[src/rtl/folded_simd_register_pkg.sv]
// Shared ALU configuration. It holds the SIMD lane geometry, the temporary SRAM depth
// and the default fold factor of the folded temporary register file.
package TauCfg;

   localparam int TMP_DATA_BW = 8;
   localparam int VSIZE       = 4;
   localparam int SRAM_NWORD  = 16;
   localparam int SIMD_NFOLD  = 4;

endpackage

[src/rtl/folded_simd_register_sram.sv]
// Single-port synchronous SRAM model. A read has a latency of one cycle, and the read
// register changes only when a read is issued.
module SRAMOnePort #(
   parameter int BW    = 32,
   parameter int NWORD = 16,
   localparam int ABW  = $clog2(NWORD)
) (
   input  logic           i_clk,
   input  logic           i_ce,
   input  logic           i_we,
   input  logic [ABW-1:0] i_addr,
   input  logic [BW-1:0]  i_wdata,
   output logic [BW-1:0]  o_rdata
);

   logic [BW-1:0] mem_q [NWORD];
   logic [BW-1:0] rdata_q;

   // NOTE: storage arrays get no reset; clearing them would defeat SRAM mapping.
   always_ff @(posedge i_clk) begin
      if (i_ce) begin
         if (i_we) mem_q[i_addr] <= i_wdata;
         else      rdata_q       <= mem_q[i_addr];
      end
   end

   assign o_rdata = rdata_q;

endmodule

[src/rtl/folded_simd_register.sv]
// Folded SIMD temporary register file. NFOLD vector beats share one wide single-port SRAM
// row, with a pending-write register, a read bypass and a held read row.
module folded_simd_register #(
   parameter int NFOLD   = TauCfg::SIMD_NFOLD,
   parameter int NWORD   = TauCfg::SRAM_NWORD,
   parameter int TDBW    = TauCfg::TMP_DATA_BW,
   parameter int VSIZE   = TauCfg::VSIZE,
   localparam int FLAT_BW = TDBW * VSIZE,
   localparam int ABW     = $clog2(NWORD),
   localparam int BBW     = $clog2(NFOLD)
) (
   input  logic               i_clk,
   input  logic               i_rst_n,
   input  logic               i_we,
   input  logic               i_wlast,
   input  logic [ABW-1:0]     i_waddr,
   input  logic [FLAT_BW-1:0] i_wdata,
   output logic               o_wready,
   input  logic               i_re,
   input  logic               i_rlast,
   input  logic [ABW-1:0]     i_raddr,
   output logic               o_rvalid,
   output logic [FLAT_BW-1:0] o_rdata
);

   typedef logic [NFOLD-1:0][FLAT_BW-1:0] row_t;

   logic [BBW-1:0] wbeat_q, rbeat_q, rsel_q;
   row_t           wbuf_q, pend_row_q, byp_row_q, rword_q;
   logic [ABW-1:0] pend_addr_q;
   logic           pend_v_q, pend_v_d, wready_q;
   logic           rvalid_q, rfirst_q, byp_q;

   logic           rd0, wr_close, byp_hit;
   row_t           wrow, cur_row, sram_rdata, sram_wdata;
   logic           sram_ce, sram_we;
   logic [ABW-1:0] sram_addr;

   // NOTE: every always_comb output gets a default first so no latch is inferred.
   always_comb begin
      rd0      = i_re && (rbeat_q == '0);
      wr_close = i_we && ((wbeat_q == BBW'(NFOLD - 1)) || i_wlast);
      byp_hit  = rd0 && pend_v_q && (i_raddr == pend_addr_q);

      wrow = '0;
      for (int j = 0; j < NFOLD; j++) begin
         if (j < int'(wbeat_q))       wrow[j] = wbuf_q[j];
         else if (j == int'(wbeat_q)) wrow[j] = i_wdata;
      end

      // Read beat 0 owns the port; the pending write then beats a fresh closing write.
      sram_ce    = rd0 || pend_v_q || wr_close;
      sram_we    = !rd0 && (pend_v_q || wr_close);
      sram_addr  = rd0 ? i_raddr : (pend_v_q ? pend_addr_q : i_waddr);
      sram_wdata = pend_v_q ? pend_row_q : wrow;

      pend_v_d = rd0 ? (pend_v_q || wr_close) : 1'b0;
      cur_row  = rfirst_q ? (byp_q ? byp_row_q : sram_rdata) : rword_q;
   end

   SRAMOnePort #(.BW(FLAT_BW * NFOLD), .NWORD(NWORD)) u_sram (
      .i_clk   (i_clk),
      .i_ce    (sram_ce),
      .i_we    (sram_we),
      .i_addr  (sram_addr),
      .i_wdata (sram_wdata),
      .o_rdata (sram_rdata)
   );

   // NOTE: sequential state uses non-blocking assignments only.
   always_ff @(posedge i_clk or negedge i_rst_n) begin
      if (!i_rst_n) begin
         wbeat_q     <= '0;
         rbeat_q     <= '0;
         wbuf_q      <= '0;
         pend_v_q    <= 1'b0;
         pend_addr_q <= '0;
         pend_row_q  <= '0;
         wready_q    <= 1'b1;
         rvalid_q    <= 1'b0;
         rfirst_q    <= 1'b0;
         rsel_q      <= '0;
         byp_q       <= 1'b0;
         byp_row_q   <= '0;
         rword_q     <= '0;
      end else begin
         if (i_we) begin
            if (wr_close) begin
               wbeat_q <= '0;
            end else begin
               wbuf_q[wbeat_q] <= i_wdata;
               wbeat_q         <= wbeat_q + 1'b1;
            end
         end
         if (i_re) begin
            rbeat_q <= ((rbeat_q == BBW'(NFOLD - 1)) || i_rlast) ? '0 : rbeat_q + 1'b1;
         end

         pend_v_q <= pend_v_d;
         wready_q <= !pend_v_d;
         if (wr_close && rd0) begin
            pend_addr_q <= i_waddr;
            pend_row_q  <= wrow;
         end

         rvalid_q <= i_re;
         rsel_q   <= rbeat_q;
         rfirst_q <= rd0;
         byp_q    <= byp_hit;
         if (byp_hit)  byp_row_q <= pend_row_q;
         // Later beats read this copy, so writes that land mid-group cannot reach them.
         if (rfirst_q) rword_q   <= cur_row;
      end
   end

   assign o_wready = wready_q;
   assign o_rvalid = rvalid_q;
   assign o_rdata  = rvalid_q ? cur_row[rsel_q] : '0;

   a_no_close_while_pending : assert property (
      @(posedge i_clk) disable iff (!i_rst_n) !(wr_close && pend_v_q)
   ) else $error("closing write beat while a write is already pending");

endmodule

[config.mk]
export PLATFORM = sky130hd
export DESIGN_NAME = folded_simd_register
export DESIGN_NICKNAME = d
export VERILOG_FILES = /design/src/rtl/folded_simd_register_pkg.sv /design/src/rtl/folded_simd_register_sram.sv /design/src/rtl/folded_simd_register.sv
export SDC_FILE = /design/constraint.sdc
export NUM_CORES = 2
export LEC_CHECK = 0
export ABC_AREA = 0
export ABC_CLOCK_PERIOD_IN_PS = 8400
export CAP_MARGIN = 20
export CORE_ASPECT_RATIO = 1.4
export CORE_MARGIN = 1
export CORE_UTILIZATION = 45
export CTS_BUF_LIST = sky130_fd_sc_hd__clkbuf_8
export CTS_CLUSTER_SIZE = 24
export DETAILED_ROUTE_END_ITERATION = 12
export RECOVER_POWER = 25
export SKIP_CTS_REPAIR_TIMING = 1
export SYNTH_ARGS = -nofsm -noshare
export SYNTH_HDL_FRONTEND = slang
export SYNTH_SLANG_ARGS = --single-unit
[constraint.sdc]
create_clock -name i_clk -period 8.4 [get_ports i_clk]
set_input_delay 1.26 -clock i_clk [delete_from_list [all_inputs] [get_ports i_clk]]
set_output_delay 1.26 -clock i_clk [all_outputs]
set_load 0.005 [all_outputs]
### Yosys cells after proc, flatten, opt, wreduce, memory -nomap -nowiden

Memory sizes are Yosys's and may differ from the RTL's. A register that Yosys moved wholly into a read port is not among the register bits.
Cells that the tools add are included.

| word-level totals | value |
|---|---|
| logic and storage cells | 84 |
| RAM bits | 2048 |
| register bits | 527 |
| memories kept | 1 |

| operators by class | value |
|---|---|
| mux-type cells | 24 |
| bitwise logic cells | 2 |
| reductions and logical operators | 18 |
| $add $sub $neg | 2 |
| equality and inequality tests | 6 |
| magnitude comparators | 6 |

Memory list:

| memory | words | bits a word | rd ports | clocked after Yosys merged registers in | wr ports | line | source |
|---|---|---|---|---|---|---|---|
| u_sram.mem_q | 16 | 128 | 1 | 1 | 1 | folded_simd_register_sram.sv:16 | `logic [BW-1:0] mem_q [NWORD];` |

Operators by type and width:

| cell | count |
|---|---|
| $mux W128 | 3 |
| $mux W32 | 10 |
| $bwmux W128 | 1 |
| $bmux W32 S2 | 1 |
| $demux W32 S2 | 1 |
| $mux W4 | 2 |
| $logic_and A1 B1 Y1 | 7 |
| $lt A2 B3 Y1 const B | 2 |
| $logic_or A1 B1 Y1 | 5 |
| $add A2 B1 Y2 const B | 2 |
| $eq A2 B2 Y1 const A | 2 |
| $eq A2 B2 Y1 const B | 2 |
| $eq A4 B4 Y1 | 1 |
| $logic_not A2 Y1 | 2 |
| $lt A1 B2 Y1 const A | 2 |
| $mux W1 | 4 |
| $mux W2 | 2 |
| $reduce_and A2 Y1 | 2 |
| $eq A1 B2 Y1 const A | 1 |
| $ge A2 B1 Y1 const B | 1 |
| $logic_not A1 Y1 | 2 |
| $lt A2 B2 Y1 const A | 1 |
| $not A1 Y1 | 2 |

### Logic depth before layout (Yosys ltp)

| logic depth | value |
|---|---|
| depth in word-level cells | 8 |
| mapped depth | 12 |
| mapped depth without buffers | 9 |

### By module

Synthesis repeated with hierarchy kept, for this count alone.

| unflattened totals | value |
|---|---|
| cells, all modules | 5217 |
| area, all modules | 104027.3 um^2 |

By module, submodules not included:

| module | instances | seq. area each (um^2) | area an instance (um^2) | cells an instance |
|---|---|---|---|---|
| SRAMOnePort | 1 | 65342.7 | 80334.5 | 3273 |
| folded_simd_register | 1 | 12388.1 | 23692.7 | 1944 |

### Least setup slack after synthesis

Ideal clock, no wire load.

| path | value |
|---|---|
| path type | input -> register |
| from | input port i_re |
| to | memory u_sram.mem_q[0][0] (netlist name), enable pin |
| arrival | 7.826 ns |
| setup time | 0.617 ns |
| data required time | 7.783 ns |
| cell stages on the path | 9 |
| path buffers | 4 |
| setup slack | -0.043 ns |
| cell sequence | buf_2 -> nand2_1 -> inv_2 -> o21a_1 -> buf_4 -> buf_2 -> buf_1 -> nand3_1 -> nor2_1 |

| between the ends | value |
|---|---|
| word-level cells in the longest chain between the ends | 6 |

Ends and longest elaborated chain:

| element | line | source |
|---|---|---|
| start, declared | folded_simd_register.sv:19 | `input logic i_re,` |
| $logic_and A1 B1 Y1 (*) | folded_simd_register.sv:41 | `rd0 = i_re && (rbeat_q == '0);` |
| $logic_not A1 Y1 | folded_simd_register.sv:53 | `sram_we = !rd0 && (pend_v_q \|\| wr_close);` |
| $logic_and A1 B1 Y1 | folded_simd_register.sv:53 |  |
| $mux W1 | folded_simd_register_sram.sv:22 | `if (i_we) mem_q[i_addr] <= i_wdata;` |
| $mux W1 | folded_simd_register_sram.sv:21 | `if (i_ce) begin` |
| $mux W1 (implied by the code) | folded_simd_register_sram.sv:22 |  |
| end, declared | folded_simd_register_sram.sv:16 |  |

Every way passes the cells marked *; elsewhere a longest branch is shown, timed or not.

### Worst setup path in the final report

| path | value |
|---|---|
| from | register rfirst_q |
| to | output port o_rdata[31] |

| between the ends | value |
|---|---|
| word-level cells in the longest chain between the ends | 4 |

Ends and longest elaborated chain:

| element | line | source |
|---|---|---|
| start, declared | folded_simd_register.sv:32 | `logic rvalid_q, rfirst_q, byp_q;` |
| start signal, assigned | folded_simd_register.sv:108 | `rfirst_q <= rd0;` |
| $mux W128 | folded_simd_register.sv:58 | `cur_row = rfirst_q ? (byp_q ? byp_row_q : sram_rdata) : rword_q;` |
| $bmux W32 S2 | folded_simd_register.sv:118 | `assign o_rdata = rvalid_q ? cur_row[rsel_q] : '0;` |
| $mux W32 (implied by the code) | folded_simd_register.sv:118 |  |
| $mux W32 | folded_simd_register.sv:118 |  |
| end, declared | folded_simd_register.sv:23 | `output logic [FLAT_BW-1:0] o_rdata` |

No other way between the ends. The select of a mux whose other input is x is not followed.

==> results.json <==
{
  "htreeDepth": 5,
  "gp_congestion": 0.794,
  "grt_use_met2": 0.413,
  "wl_per_cell_um": 27.5,
  "synth_area_um2": 106000,
  "r2r_slack_ns": 2.27,
  "dr_total_vias": 64800,
  "syn_inst": 7478,
  "rsz0062_at_grt": "no",
  "hold_path.class": "reg2reg",
  "status": "finished, violations left",
  "dieArea_um2": 237000,
  "arrival_ns": 5.60,
  "setup_ws_ns": 1.54,
  "p_leak_nw": 41.6,
  "cp_top_family": "flip-flops",
  "syn_avg_cell_area_um2": 14.2,
  "pwr-share-seq": 0.513,
  "ff_latch_area_um2": 77700,
  "ys_types": 40,
  "multiInputGateArea_um2": 25800,
  "grt.busiest_layer": "met2",
  "syn_nets": 7531,
  "final_cell_mix": "edfxtp_1 (2176), nand2_1 (1764), a21oi_1 (896)",
  "comb_power_share": 0.176,
  "total_power_w": 0.0320,
  "drt-pass1-iter-count": 6,
  "crit_fanout": 120,
  "fin_worst_skew_ns": 0.0424,
  "path_class": "reg2out",
  "final_common_cell": "edfxtp_1",
  "grt_pass1_wl_um": 437000,
  "die_y_um": 576,
  "drv_cap": 9,
  "slew_violations": 392,
  "grtUsageTotal": 0.250,
  "grt_pass1_vias": 63800,
  "cts_tree": "done",
  "overflow": 0,
  "ant_nets": 0,
  "crit_path_top_delay_cell": "dfrtp_1",
  "ys_ff_latch": 2671,
  "start_kind": "register",
  "coreArea_um2": 234000,
  "place_hpwl_um": 149000,
  "crit_buf_inv": 2,
  "maxSlewHeadroom": -1.65,
  "portBuffers": 79,
  "async_flop_share": 0.185,
  "min_period_ns": 6.86,
  "synth-edff-count": 2176,
  "clkPwrFrac": 0.311,
  "period_share": 0.816,
  "yosysSeqAreaShare": 0.734,
  "p_sw_frac": 0.289,
  "grtUsageMet1": 0.335,
  "violations": "max-capacitance violations, max-slew violations",
  "power_switching_w": 0.00927,
  "utilization": 0.501,
  "syn_to_final_growth_pct": 10.7,
  "io_pins": 80,
  "pre_cts_ws_ns": 2.82,
  "viasPerCell": 5.90,
  "power.density_nw_per_um2": 273,
  "worstPathCellList": "buf_12 > nor2_1 > a21oi_1 > mux4_2 > and2_1 > clkdlybuf4s50_1",
  "layout-drive-gt1-share": 0.126,
  "drt_wl_total_um": 301000,
  "cts_sinks": 2671,
  "initial_utilization": 0.453,
  "clock_latency_ns": 0.97,
  "drc": 0,
  "antenna_found_initial": 20,
  "intPower_w": 0.0228,
  "n_fill_cell": 19800,
  "grtUsageMet3": 0.0425,
  "crit_path_end_kind": "output pin",
  "grt_max_degree": 227,
  "cp_data_required_time_ns": 7.14,
  "yosysWarningCount": 0,
  "nets": 7616,
  "ir_drop_mv": 0.192,
  "rows": 210,
  "clk_pin_slew_ns": 0.07,
  "clk_path_buf_depth": 4,
  "worst_slew_pin_slew_ns": 3.98,
  "cts_root_buf": "clkbuf_8",
  "place_area_um2": 110000,
  "fp.dieW_um": 412,
  "final_cell_area_um2": 117000,
  "synth_flop_cell": "edfxtp_1",
  "slowest_delay_ns": 1.96,
  "drt_iter0_drc": 6724,
  "cts_buffers": 387,
  "clock.fmax_ghz": 0.146,
  "finalSetupViolCount": 0,
  "setup_tns_ns": 0,
  "hold_viol": 0
}
metal layers:
layer,up-vias,routed length [µm]
li1,28100,-
met1,33400,123000
met2,2744,146000
met3,530,22900
met4,4,9140
met5,-,27
Yosys cell counts (3+ instances only):
cell,number,area [µm²]
and3_1,3,18.8
mux4_2,32,721
a21oi_1,896,4480
mux2i_1,387,3870
mux2_1,5,56.3
o21a_1,3,22.5
ha_1,7,87.6
nand3_1,10,50.1
inv_1,8,30.0
mux2_2,319,3590
buf_4,12,90.1
a32oi_1,255,2230
nor2_1,148,556
nand2_1,1766,6630
buf_2,156,781
xor2_1,3,26.3
and2_1,32,200
buf_6,33,372
edfxtp_1,2176,65300
buf_1,27,101
a221oi_1,255,2230
clkbuf_1,299,1120
o21ai_0,134,671
dfrtp_1,494,12400
worst paths after layout:
kind	start	endpoint	depth (start not counted)
max in group asynchronous	i_rst_n	byp_row_q[68]	3
min in group asynchronous	i_rst_n	wbuf_q[11]	1
setup reg to reg	wbeat_q[1]	u_sram.mem_q[14][119]	5
hold / removal	rbeat_q[1]	rsel_q[1]	0
setup / recovery	rfirst_q	o_rdata[31]	6
hold reg to reg	rbeat_q[1]	rsel_q[1]	0
layout make-up:
class / count / area share
clock buffers: 432 / 0.0507
inverters: 9 / 0.000416
repair buffers: 225 / 0.0202
well taps: 3074 / 0.0328
clock inverters: 280 / 0.0124
multi-input cells: 4269 / 0.220
diodes: 10 / 0.000214
flip-flops and latches: 2671 / 0.663
sequential cells by signal (all words and copies together), names as in the netlist, 4 cells and up:
register and flops:
byp_row_q 128, rword_q 128, wbuf_q 96, pend_row_q 128, pend_addr_q 4, u_sram.o_rdata 128, u_sram.mem_q 2048
metrics by stage:
stage / hold WS, ns / instances
finish: 0.430 / 11000
global route: 0.435 / 11000
CTS: 0.179 / 11000
detailed placement: 0.403 / 10200
global placement: 0.389 / 10200
floorplan: 0.378 / 7478
power by group through the flow:
stage / Combinational [W] / Sequential (W) / Clock (W)
2_1_floorplan: 0.00364 / 0.0165 / 0
6_report: 0.00563 / 0.0164 / 0.00997
3_5_place_dp: 0.00559 / 0.0167 / 0
3_3_place_gp: 0.00549 / 0.0166 / 0
5_1_grt: 0.00605 / 0.0165 / 0.0107
4_1_cts: 0.00560 / 0.0164 / 0.0101
logic make-up after synthesis:
| kind of cell | share of synthesized area |
|---|---|
| buf+inv | 0.0239 |
| fa+ha+maj | 0.000827 |
| simple gates | 0.0708 |
| mux | 0.0781 |
| compound gates | 0.0916 |
| flops | 0.734 |
| xor+xnor | 0.000331 |
worst register-to-register path: stages (launching register included):
cell and delay [ns]:
dfrtp_1 1.32, ha_1 0.35, clkbuf_1 2.79, nand2_1 0.43, o21ai_0 0.34, clkbuf_1 0.58
No activity file was read; power rests on OpenSTA's default activity.
